[src/rtl/ahbl_cache_bridge_if.sv]
// rtl/ahbl_cache_bridge_if.sv - AHB-Lite slave side and cache_ctrl user-port signals of the bridge
interface ahbl_cache_bridge_if;
  logic        hsel;
  logic [31:0] haddr;
  logic [1:0]  htrans;
  logic        hwrite;
  logic [2:0]  hsize;
  logic [31:0] hwdata;
  logic        hready;
  logic        hresp;
  logic [31:0] hrdata;
  logic        mem_rd_en;
  logic        mem_wr_en;
  logic [31:0] mem_addr;
  logic [31:0] mem_wdata;
  logic [3:0]  mem_mask;
  logic [31:0] mem_rdata;
  logic        mem_busy;

  modport slave (
    input  hsel, haddr, htrans, hwrite, hsize, hwdata, mem_rdata, mem_busy,
    output hready, hresp, hrdata, mem_rd_en, mem_wr_en, mem_addr, mem_wdata, mem_mask
  );

  modport master (
    output hsel, haddr, htrans, hwrite, hsize, hwdata, mem_rdata, mem_busy,
    input  hready, hresp, hrdata, mem_rd_en, mem_wr_en, mem_addr, mem_wdata, mem_mask
  );
endinterface

[src/rtl/ahbl_cache_bridge.sv]
// rtl/ahbl_cache_bridge.sv - AHB-Lite slave issuing single-pulse requests to cache_ctrl, with profiling counters
module ahbl_cache_bridge #(
  parameter int ADDR_WIDTH = 23,
  parameter int CNT_WIDTH  = 32
) (
  input  logic                 clk,
  input  logic                 rst_x,
  ahbl_cache_bridge_if.slave   bus,
  output logic [CNT_WIDTH-1:0] cnt_rd,
  output logic [CNT_WIDTH-1:0] cnt_hit,
  output logic [CNT_WIDTH-1:0] cnt_wait,
  input  logic                 cnt_clr
);

  typedef enum logic [1:0] {
    IDLE  = 2'd0,
    ISSUE = 2'd1,
    WAIT  = 2'd2
  } state_t;

  state_t                state;
  state_t                state_nx;
  logic [ADDR_WIDTH-3:0] addr_q;
  logic                  write_q;
  logic [3:0]            mask_q;
  logic [31:0]           wdata_q;
  logic                  first_q;
  logic                  hready_c;
  logic                  issue;
  logic                  done;
  logic                  accept;
  logic [3:0]            mask_c;
  logic                  rd_inc;
  logic                  hit_inc;

  always_comb begin
    case (bus.hsize)
      3'd0:    mask_c = 4'b0001 << bus.haddr[1:0];
      3'd1:    mask_c = bus.haddr[1] ? 4'b1100 : 4'b0011;
      default: mask_c = 4'b1111;
    endcase
  end

  always_comb begin
    state_nx = state;
    hready_c = 1'b0;
    issue    = 1'b0;
    done     = 1'b0;
    case (state)
      IDLE: begin
        hready_c = 1'b1;
        if (bus.hsel && bus.htrans[1]) state_nx = ISSUE;
      end
      ISSUE: begin
        if (!bus.mem_busy) begin
          issue    = 1'b1;
          state_nx = WAIT;
        end
      end
      WAIT: begin
        // Completion cycle doubles as the next address phase, so back-to-back transfers lose no cycle.
        if (!bus.mem_busy) begin
          hready_c = 1'b1;
          done     = 1'b1;
          state_nx = (bus.hsel && bus.htrans[1]) ? ISSUE : IDLE;
        end
      end
      default: state_nx = IDLE;
    endcase
  end

  assign accept        = bus.hsel & bus.htrans[1] & hready_c;
  assign bus.hready    = hready_c;
  assign bus.hresp     = 1'b0;
  assign bus.hrdata    = bus.mem_rdata;
  assign bus.mem_rd_en = issue & ~write_q;
  assign bus.mem_wr_en = issue & write_q;
  assign bus.mem_addr  = {{(32-ADDR_WIDTH){1'b0}}, addr_q, 2'b00};
  assign bus.mem_mask  = mask_q;
  // hwdata is only valid in the data phase, so it is passed straight through while issuing.
  assign bus.mem_wdata = (state == ISSUE && write_q) ? bus.hwdata : wdata_q;

  assign rd_inc  = done & ~write_q;
  assign hit_inc = rd_inc & first_q;

  function automatic logic [CNT_WIDTH-1:0] bump(input logic [CNT_WIDTH-1:0] v, input logic inc);
    if (inc && (v != {CNT_WIDTH{1'b1}})) return v + {{(CNT_WIDTH-1){1'b0}}, 1'b1};
    return v;
  endfunction

  always_ff @(posedge clk or negedge rst_x) begin
    if (!rst_x) begin
      state   <= IDLE;
      addr_q  <= '0;
      write_q <= 1'b0;
      mask_q  <= 4'b0000;
      wdata_q <= 32'h0;
      first_q <= 1'b0;
    end else begin
      state   <= state_nx;
      first_q <= issue;
      if (accept) begin
        addr_q  <= bus.haddr[ADDR_WIDTH-1:2];
        write_q <= bus.hwrite;
        mask_q  <= mask_c;
      end
      if (issue && write_q) wdata_q <= bus.hwdata;
    end
  end

  always_ff @(posedge clk or negedge rst_x) begin
    if (!rst_x) begin
      cnt_rd   <= '0;
      cnt_hit  <= '0;
      cnt_wait <= '0;
    end else if (cnt_clr) begin
      cnt_rd   <= '0;
      cnt_hit  <= '0;
      cnt_wait <= '0;
    end else begin
      cnt_rd   <= bump(cnt_rd, rd_inc);
      cnt_hit  <= bump(cnt_hit, hit_inc);
      cnt_wait <= bump(cnt_wait, ~hready_c);
    end
  end

endmodule

[src/flat_wrapper.sv]
// flat-port wrapper written by rule: the top's interface ports become plain ports
module ahbl_cache_bridge_flat 
#(
  parameter int ADDR_WIDTH = 23,
  parameter int CNT_WIDTH  = 32
)
  (clk, rst_x, cnt_rd, cnt_hit, cnt_wait, cnt_clr, bus_hsel, bus_haddr, bus_htrans, bus_hwrite, bus_hsize, bus_hwdata, bus_mem_rdata, bus_mem_busy, bus_hready, bus_hresp, bus_hrdata, bus_mem_rd_en, bus_mem_wr_en, bus_mem_addr, bus_mem_wdata, bus_mem_mask);
  ahbl_cache_bridge_if bus_i ();
  input  logic clk;
  input  logic rst_x;
  output logic [CNT_WIDTH-1:0] cnt_rd;
  output logic [CNT_WIDTH-1:0] cnt_hit;
  output logic [CNT_WIDTH-1:0] cnt_wait;
  input  logic cnt_clr;
  input wire logic [$bits(bus_i.hsel)-1:0] bus_hsel;
  input wire logic [$bits(bus_i.haddr)-1:0] bus_haddr;
  input wire logic [$bits(bus_i.htrans)-1:0] bus_htrans;
  input wire logic [$bits(bus_i.hwrite)-1:0] bus_hwrite;
  input wire logic [$bits(bus_i.hsize)-1:0] bus_hsize;
  input wire logic [$bits(bus_i.hwdata)-1:0] bus_hwdata;
  input wire logic [$bits(bus_i.mem_rdata)-1:0] bus_mem_rdata;
  input wire logic [$bits(bus_i.mem_busy)-1:0] bus_mem_busy;
  output wire logic [$bits(bus_i.hready)-1:0] bus_hready;
  output wire logic [$bits(bus_i.hresp)-1:0] bus_hresp;
  output wire logic [$bits(bus_i.hrdata)-1:0] bus_hrdata;
  output wire logic [$bits(bus_i.mem_rd_en)-1:0] bus_mem_rd_en;
  output wire logic [$bits(bus_i.mem_wr_en)-1:0] bus_mem_wr_en;
  output wire logic [$bits(bus_i.mem_addr)-1:0] bus_mem_addr;
  output wire logic [$bits(bus_i.mem_wdata)-1:0] bus_mem_wdata;
  output wire logic [$bits(bus_i.mem_mask)-1:0] bus_mem_mask;
  assign bus_i.hsel = bus_hsel;
  assign bus_i.haddr = bus_haddr;
  assign bus_i.htrans = bus_htrans;
  assign bus_i.hwrite = bus_hwrite;
  assign bus_i.hsize = bus_hsize;
  assign bus_i.hwdata = bus_hwdata;
  assign bus_i.mem_rdata = bus_mem_rdata;
  assign bus_i.mem_busy = bus_mem_busy;
  assign bus_hready = bus_i.hready;
  assign bus_hresp = bus_i.hresp;
  assign bus_hrdata = bus_i.hrdata;
  assign bus_mem_rd_en = bus_i.mem_rd_en;
  assign bus_mem_wr_en = bus_i.mem_wr_en;
  assign bus_mem_addr = bus_i.mem_addr;
  assign bus_mem_wdata = bus_i.mem_wdata;
  assign bus_mem_mask = bus_i.mem_mask;
  ahbl_cache_bridge #(.ADDR_WIDTH(ADDR_WIDTH), .CNT_WIDTH(CNT_WIDTH)) u_core (.clk(clk), .rst_x(rst_x), .bus(bus_i), .cnt_rd(cnt_rd), .cnt_hit(cnt_hit), .cnt_wait(cnt_wait), .cnt_clr(cnt_clr));
endmodule
[config.mk]
export PLATFORM = sky130hd
export DESIGN_NAME = ahbl_cache_bridge_flat
export DESIGN_NICKNAME = d
export VERILOG_FILES = /design/src/rtl/ahbl_cache_bridge_if.sv /design/src/rtl/ahbl_cache_bridge.sv /design/src/flat_wrapper.sv
export SDC_FILE = /design/constraint.sdc
export NUM_CORES = 1
export LEC_CHECK = 0
export CORE_MARGIN = 2
export CORE_UTILIZATION = 30
export DETAILED_ROUTE_END_ITERATION = 8
export GPL_TIMING_DRIVEN = 0
export PLACE_DENSITY_LB_ADDON = 0.08
export SLEW_MARGIN = 20
export SYNTH_ARGS = -nofsm -noshare
export SYNTH_HDL_FRONTEND = slang
export SYNTH_SLANG_ARGS = --single-unit
[constraint.sdc]
create_clock -name clk -period 3.45 [get_ports clk]
set_clock_uncertainty 0.15 [all_clocks]
set_input_delay 0.69 -clock clk [delete_from_list [all_inputs] [get_ports clk]]
set_output_delay 0.69 -clock clk [all_outputs]
set_load 0.1 [all_outputs]
==> insert_results.sql, run 1 <==
INSERT INTO impl_metrics (metric_group, metric, value, unit) VALUES
('sta', 'worst_slew_pin_slew', '1.055', 'ns'),
('yosys', 'post_synth.cell_area_avg', '10.34', 'sq um'),
('global_routing', 'first_global_vias', '7050', ''),
('layout', 'final_nets', '1205', ''),
('sta', 'setup_viol_count_final', '0', ''),
('drt', 'vias', '7231', ''),
('power', 'power_per_cell_area', '656.3', 'nW/um^2'),
('yosys', 'post-synth-top-area-cell', 'sky130_fd_sc_hd__dfrtp_1', ''),
('critical_path', 'kind_of_end_point_of_the_critical_path', 'output port', ''),
('cts', 'clock_network_latency_to_the_later_pin_of_the_worst_skew_pair', '0.43', 'ns'),
('critical_path', 'cp_data_required_time', '2.61', 'ns'),
('cts', 'cts.clk_slew.worst_paths', '0.07', 'ns'),
('sta', 'setup_tns', '0', 'ns'),
('sta', 'postLayoutSetupSlackWorst', '0.1001', 'ns'),
('yosys', 'synthesis.area', '8404', 'sq um'),
('cts', 'htree_num_levels', '4', ''),
('critical_path', 'worstSetupStartpointType', 'flip-flop', ''),
('yosys', 'synthFlopType', 'sky130_fd_sc_hd__dfrtp_1', ''),
('floorplanning', 'floorplan.initialDensity', '30.33', '%'),
('power', 'max-vdd-ir-drop', '0.9827', 'mV'),
('cts', 'clockRootBuffer', 'sky130_fd_sc_hd__clkbuf_16', ''),
('layout', 'layout-drive-gt1-share', '21.41', '%'),
('worst_hold_path', 'timing.hold.worst.class', 'primary input to async pin', ''),
('sta', 'hold_viol_final', '0', ''),
('sta', 'post-route-period-util', '97.10', '%'),
('outcome', 'status', 'completed', ''),
('yosys', 'async_reset_ff_share', '100.0', '%'),
('sta', 'final_max_slew_viol_count', '0', ''),
('yosys', 'ys_top_cells_by_area', 'sky130_fd_sc_hd__dfrtp_1 47%, sky130_fd_sc_hd__mux2_2 12%, sky130_fd_sc_hd__buf_4 4.1%', ''),
('layout', 'num_antenna_cells', '0', ''),
('yosys', 'synth_seq_area_share', '46.75', '%'),
('placement', 'place_worst_setup_slack', '-0.1447', 'ns'),
('placement', 'dpl_cell_area', '11470', 'sq um'),
('drt', 'dr.first_iter.drc_count', '405', ''),
('cts', 'clock_tree_from_tritoncts', 'done', ''),
('power', 'p_total', '7.940', 'mW'),
('cts', 'postCtsSetupBuffers', '0', ''),
('global_routing', 'grt_antenna_before_repair', '0', ''),
('cts', 'numCtsBuffers', '17', ''),
('placement', 'gp_congestion', '0.7625', ''),
('floorplanning', 'rows', '61', ''),
('critical_path', 'crit_type', 'flip-flop to output port', ''),
('global_routing', 'globalRoute.totalOverflow', '0', ''),
('sta', 'rsz0062_at_grt', 'no', ''),
('power', 'leakagePower', '4.660', 'nW'),
('sta', 'post-route-min-period', '3.350', 'ns'),
('layout', 'nFillCells', '2716', ''),
('critical_path', 'timing.critical_path.fanout_max', '6', ''),
('run', 'timing.max_cap.violations', '0', ''),
('drt', 'wl', '24900', 'um'),
('floorplanning', 'area_of_the_core_region', '27710', 'sq um'),
('cts', 'clock_path_buffers', '2', ''),
('critical_path', 'worstPathArrival', '2.51', 'ns'),
('yosys', 'synthesis.instances', '813', ''),
('floorplanning', 'dieArea', '29370', 'sq um'),
('sta', 'slew_headroom', '29.43', '%'),
('global_routing', 'grt_start_max_net_pins', '89', ''),
('global_routing', 'grt_pass1_wl', '39360', 'um'),
('layout', 'finished_layout_cell_area', '12100', 'sq um'),
('drt', 'route.detailed.vias_per_inst', '4.869', ''),
('drt', 'routedWlPerCell', '16.77', 'um'),
('layout', 'postLayoutCoreUtil', '43.67', '%'),
('global_routing', 'grtUsageTotal', '17.04', '%'),
('yosys', 'post_synth_edffs', '0', ''),
('yosys', 'ys_warn_count', '0', ''),
('placement', 'dp_hpwl', '18170', 'um'),
('floorplanning', 'boundary_pin_count', '307', ''),
('layout', 'layout.cells.non_filler', '1485', ''),
('drt', 'drt-pass1-iter-count', '4', ''),
('placement', 'portBuffers', '251', ''),
('cts', 'total_number_of_clock_tree_sinks', '157', ''),
('sta', 'max_clock_freq', '298.5', 'MHz'),
('floorplanning', 'dieWidth', '171.4', 'um'),
('sta', 'worst_hold_slack', '0.08684', 'ns'),
('drt', 'drc', '0', ''),
('drt', 'final_antenna_net_count', '0', ''),
('yosys', 'synth.lib_cells_used.distinct', '62', ''),
('layout', 'syn2layout_area_growth', '43.96', '%'),
('yosys', 'yosysTopAreaCellShare', '46.75', '%'),
('yosys', 'yosys_register_bits', '157', ''),
('floorplanning', 'die_outline_height', '171.4', 'um'),
('placement', 'inst_count_dp', '1454', '');
-- what timing repair did --
| action | in CTS | in global routing |
|---|---|---|
| endpoints found under the setup margin | 33 | 1 |
| pin swaps | 0 | 0 |
| gates resized for setup | 100 | 1 |
| gates cloned | 0 | 0 |
| hold buffers | 0 | 0 |
-- worst max-delay path, stage by stage, from the launching register on --
cell and delay [ns]:
sky130_fd_sc_hd__dfrtp_1 0.43, sky130_fd_sc_hd__a21oi_2 0.42, sky130_fd_sc_hd__clkdlybuf4s50_1 1.24
-- where the power goes --
| part | switching, mW | internal (mW) |
|---|---|---|
| combinational | 2.81 | 0.927 |
| clock | 0.826 | 1.11 |
| sequential | 0.153 | 2.12 |
-- cells by family after synthesis --
kind of cell | Yosys count | share of synthesized area, %
mux | 97 | 12.94
xor+xnor | 38 | 3.960
simple gates | 288 | 19.28
flops | 157 | 46.75
compound gates | 139 | 10.41
other cells | 1 | 0.04462
fa+ha+maj | 3 | 0.4467
buf+inv | 90 | 6.178
-- cells in the mapped netlist, drive strengths merged (2+ instances only) --
cell type and instances:
nand4b 2, nor4b 2, nand3 30, or2 4, a31o 6, ha 3, nor4 8, xor2 11
o21a 3, dfrtp 157, o311ai 2, or4 12, nand4 36, and3 7, a21o 2, a21oi 51
or3 29, a31oi 5, xnor2 27, nand2 34, clkbuf 20, nor2b 8, a211oi 11, and2 6
and4 16, mux2i 4, nand3b 2, o21ai 34, nor3 18, mux2 93, inv 11, a2111oi 2
nor2 70, nand2b 2, o31ai 13, o211ai 2, buf 59, o21bai 2
-- layout by cell type (no fill, tap or decap), types with 12 or more instances in the layout --
cell and instances:
sky130_fd_sc_hd__o21ai_0 33, sky130_fd_sc_hd__nor2_1 70, sky130_fd_sc_hd__clkbuf_16 17, sky130_fd_sc_hd__mux2_2 91, sky130_fd_sc_hd__conb_1 12, sky130_fd_sc_hd__xnor2_1 27, sky130_fd_sc_hd__nor3_1 14, sky130_fd_sc_hd__clkdlybuf4s15_2 30
sky130_fd_sc_hd__clkbuf_1 20, sky130_fd_sc_hd__a21oi_1 50, sky130_fd_sc_hd__or3_1 28, sky130_fd_sc_hd__and4_1 16, sky130_fd_sc_hd__clkdlybuf4s50_1 217, sky130_fd_sc_hd__buf_4 46, sky130_fd_sc_hd__o31ai_1 12, sky130_fd_sc_hd__nand3_1 30
sky130_fd_sc_hd__nand2_1 34, sky130_fd_sc_hd__nand4_1 34, sky130_fd_sc_hd__dfrtp_1 157
-- path summary, 6_finish.rpt --
kind	start	end	slack (ns)	depth (start not counted)
max in group asynchronous	rst_x	u_core.state[0]	2.17	2
worst min register to register	u_core.wdata_q[3]	u_core.wdata_q[3]	0.35	1
worst min-delay path	rst_x	u_core.cnt_hit[21]	0.09	1
worst max register to register	u_core.cnt_wait[0]	u_core.cnt_wait[1]	0.80	8
min in group clk	u_core.wdata_q[3]	u_core.wdata_q[3]	0.35	1
worst max-delay path	u_core.state[1]	bus_hready	0.10	2
-- per-layer routing --
metal | vias up | routed length [um] | GRT usage [%]
li1 | 3514 | - | -
met3 | 16 | 2086 | 6.535
met2 | 209 | 11370 | 26.89
met4 | 0 | 199 | 3.537
met1 | 3492 | 11250 | 22.25
met5 | - | 0 | 0
-- area by class of cell --
type | count | area (sq um) | share of cell area, %
inverter | 11 | 41.29 | 0.3413
clock buffer | 19 | 452.9 | 3.744
sequential | 157 | 3929 | 32.47
clock inverter | 12 | 136.4 | 1.127
timing repair buffer | 252 | 2577 | 21.30
multi-input combinational | 577 | 4008 | 33.12
buffer | 79 | 481.7 | 3.981
tap | 378 | 473.0 | 3.909
-- sequential cells by signal (all words and copies together), names as in the netlist --
| signal | flops |
|---|---|
| u_core.state | 2 |
| u_core.addr_q | 21 |
| u_core.cnt_hit | 32 |
| u_core.bus.mem_mask | 4 |
| u_core.write_q | 1 |
| u_core.cnt_rd | 32 |
| u_core.wdata_q | 32 |
| u_core.cnt_wait | 32 |
| u_core.first_q | 1 |
Note: power is estimated with default switching activity, not from simulation.
==> run 2, diff against run 1 <==
clock period = 2.9 ns   (was 3.45 ns; I/O delays follow)
==> run 2 against run 1 <==
Against the previous run: clock-buffer cell count is the same; first-iteration DRC count decreased by 1.7%; sequential power increased by 19%; global-route usage decreased by 0.39 points; cell count is 0.20% higher; critical path type unchanged; critical endpoint is now cnt_rd[3]; largest cell class unchanged.
==> insert_results.sql, run 2 (synthesis results as in run 1) <==
INSERT INTO impl_metrics (metric_group, metric, value, unit) VALUES
('power', 'max-vdd-ir-drop', '0.9126', 'mV'),
('layout', 'num_antenna_cells', '0', ''),
('layout', 'final_nets', '1207', ''),
('cts', 'clockRootBuffer', 'sky130_fd_sc_hd__clkbuf_16', ''),
('critical_path', 'kind_of_end_point_of_the_critical_path', 'output port', ''),
('global_routing', 'grt_start_max_net_pins', '66', ''),
('critical_path', 'crit_path_cell_trace', 'clkdlybuf4s50_1', ''),
('drt', 'drt-pass1-iter-count', '6', ''),
('cts', 'numCtsBuffers', '17', ''),
('drt', 'route.detailed.vias_per_inst', '4.858', ''),
('worst_hold_path', 'timing.hold.worst.class', 'primary input to flip-flop', ''),
('sta', 'max_clock_freq', '350.9', 'MHz'),
('global_routing', 'grt_antenna_before_repair', '0', ''),
('sta', 'rsz0062_at_grt', 'no', ''),
('sta', 'slew_headroom', '29.28', '%'),
('sta', 'final_max_slew_viol_count', '0', ''),
('cts', 'clock_path_buffers', '2', ''),
('global_routing', 'grt_pass1_wl', '38190', 'um'),
('layout', 'postLayoutCoreUtil', '43.66', '%'),
('drt', 'dr.first_iter.drc_count', '398', ''),
('floorplanning', 'die_outline_height', '171.4', 'um'),
('layout', 'nFillCells', '2719', ''),
('sta', 'worst_slew_pin_slew', '1.057', 'ns'),
('global_routing', 'grtUsageTotal', '16.66', '%'),
('critical_path', 'timing.critical_path.fanout_max', '6', ''),
('cts', 'clock_tree_from_tritoncts', 'done', ''),
('run', 'timing.max_cap.violations', '0', ''),
('floorplanning', 'rows', '61', ''),
('outcome', 'status', 'completed', ''),
('critical_path', 'cp_data_required_time', '2.17', 'ns'),
('sta', 'setup_viol_count_final', '0', ''),
('layout', 'most-common-layout-cells', '207 x sky130_fd_sc_hd__clkdlybuf4s50_1, 152 x sky130_fd_sc_hd__dfrtp_1, 91 x sky130_fd_sc_hd__mux2_2', ''),
('layout', 'layout.cells.non_filler', '1488', ''),
('cts', 'htree_num_levels', '4', ''),
('global_routing', 'first_global_vias', '6989', ''),
('layout', 'layout-drive-gt1-share', '22.34', '%'),
('floorplanning', 'area_of_the_core_region', '27710', 'sq um'),
('power', 'p_total', '9.570', 'mW'),
('cts', 'postCtsSetupBuffers', '0', ''),
('placement', 'gp_congestion', '0.7742', ''),
('critical_path', 'crit_family', 'buffers and inverters', ''),
('sta', 'post-route-min-period', '2.850', 'ns'),
('critical_path', 'timing.critical_path.slowest_stage_cell', 'sky130_fd_sc_hd__clkdlybuf4s50_1', ''),
('global_routing', 'globalRoute.totalOverflow', '0', ''),
('critical_path', 'critical_path.max_stage_delay', '1.19', 'ns'),
('power', 'power_per_cell_area', '791.2', 'nW/um^2'),
('placement', 'inst_count_dp', '1455', ''),
('layout', 'sequential_cell_area', '3935', 'sq um'),
('floorplanning', 'floorplan.initialDensity', '30.33', '%'),
('sta', 'worst_hold_slack', '0.3010', 'ns'),
('critical_path', 'worstSetupStartpointType', 'flip-flop', ''),
('cts', 'total_number_of_clock_tree_sinks', '157', ''),
('cts', 'clock_network_latency_to_the_later_pin_of_the_worst_skew_pair', '0.43', 'ns'),
('drt', 'vias', '7228', ''),
('power', 'leakagePower', '4.837', 'nW'),
('layout', 'syn2layout_area_growth', '43.92', '%'),
('sta', 'hold_viol_final', '0', ''),
('drt', 'final_antenna_net_count', '0', ''),
('critical_path', 'worstPathArrival', '2.12', 'ns'),
('placement', 'dp_hpwl', '18230', 'um'),
('drt', 'wl', '24730', 'um'),
('critical_path', 'critPathBufInv', '1', ''),
('floorplanning', 'boundary_pin_count', '307', ''),
('layout', 'mostFrequentLayoutCell', 'sky130_fd_sc_hd__clkdlybuf4s50_1', ''),
('drt', 'routedWlPerCell', '16.62', 'um'),
('layout', 'multi_input_area', '4020', 'sq um'),
('floorplanning', 'dieWidth', '171.4', 'um'),
('drt', 'drc', '0', ''),
('floorplanning', 'dieArea', '29370', 'sq um'),
('cts', 'cts.clk_slew.worst_paths', '0.07', 'ns'),
('critical_path', 'crit_type', 'flip-flop to output port', ''),
('placement', 'portBuffers', '251', ''),
('sta', 'post-route-period-util', '98.27', '%');
[run 2: cell types whose count changed in the layout (fill, tap and decap cells not counted), moves of 2 or more]
cell | previous run | this run
sky130_fd_sc_hd__dfrtp_2 | 0 | 5
sky130_fd_sc_hd__dfrtp_1 | 157 | 152
sky130_fd_sc_hd__inv_6 | 2 | 4
sky130_fd_sc_hd__clkdlybuf4s50_1 | 217 | 207
sky130_fd_sc_hd__buf_2 | 10 | 7
sky130_fd_sc_hd__dlymetal6s2s_1 | 0 | 7
sky130_fd_sc_hd__clkinv_2 | 2 | 0
sky130_fd_sc_hd__buf_4 | 46 | 79
sky130_fd_sc_hd__clkdlybuf4s15_2 | 30 | 0
[run 2: per-stage QoR]
stage,setup WS (ns),area (sq um),setup TNS [ns]
after detailed placement,-0.6151,11510,-39.62
after floorplan,0.0003657,8463,0
after global placement,-6.809,11450,-1006.06
final,0.05030,12100,0
after CTS,0.004830,12080,0
after global routing,0.007989,12100,0
[run 2: final cells by class]
| cell class | instances | share of cell area (%) |
|---|---|---|
| plain buffers | 79 | 4.065 |
| clock buffers | 19 | 3.662 |
| clock inverters | 13 | 1.469 |
| inverters | 11 | 0.3414 |
| multi-input cells | 577 | 33.24 |
| flip-flops and latches | 157 | 32.53 |
| well taps | 378 | 3.910 |
| repair buffers | 254 | 20.78 |
[run 2: worst paths after layout]
check	cells after the start	end	start	slack, ns
worst max-delay path	1	cnt_rd[3]	u_core.cnt_rd[3]	0.05
worst min-delay path	2	u_core.state[1]	bus_mem_busy	0.30
worst max register to register	5	u_core.cnt_hit[26]	u_core.write_q	0.20
worst min register to register	1	u_core.wdata_q[29]	u_core.wdata_q[29]	0.35
max in group asynchronous	3	u_core.cnt_wait[26]	rst_x	1.48
min in group asynchronous	2	u_core.cnt_hit[19]	rst_x	0.46
[run 2: what timing repair did]
item | in CTS | in global routing
setup endpoints to repair | 36 | 21
gates resized for setup | 204 | 14
endpoints found under the hold margin | 35 | 0
hold buffers | 1 | 0
cloned | 0 | 0
[run 2: metal layers]
metal  share of wire, %  vias to the layer above  GRT usage [%]
met5                  0                        -              0
met4                1.0                        0          4.053
met3                8.5                       12          6.627
met2                 45                      223          25.47
met1                 46                     3488          22.03
li1                   -                     3505              -
[run 2: power breakdown]
part / internal [mW] / switching (mW)
Clock: 1.40 / 1.03
Combinational: 1.10 / 3.34
Sequential: 2.52 / 0.181
Total: 5.03 / 4.54
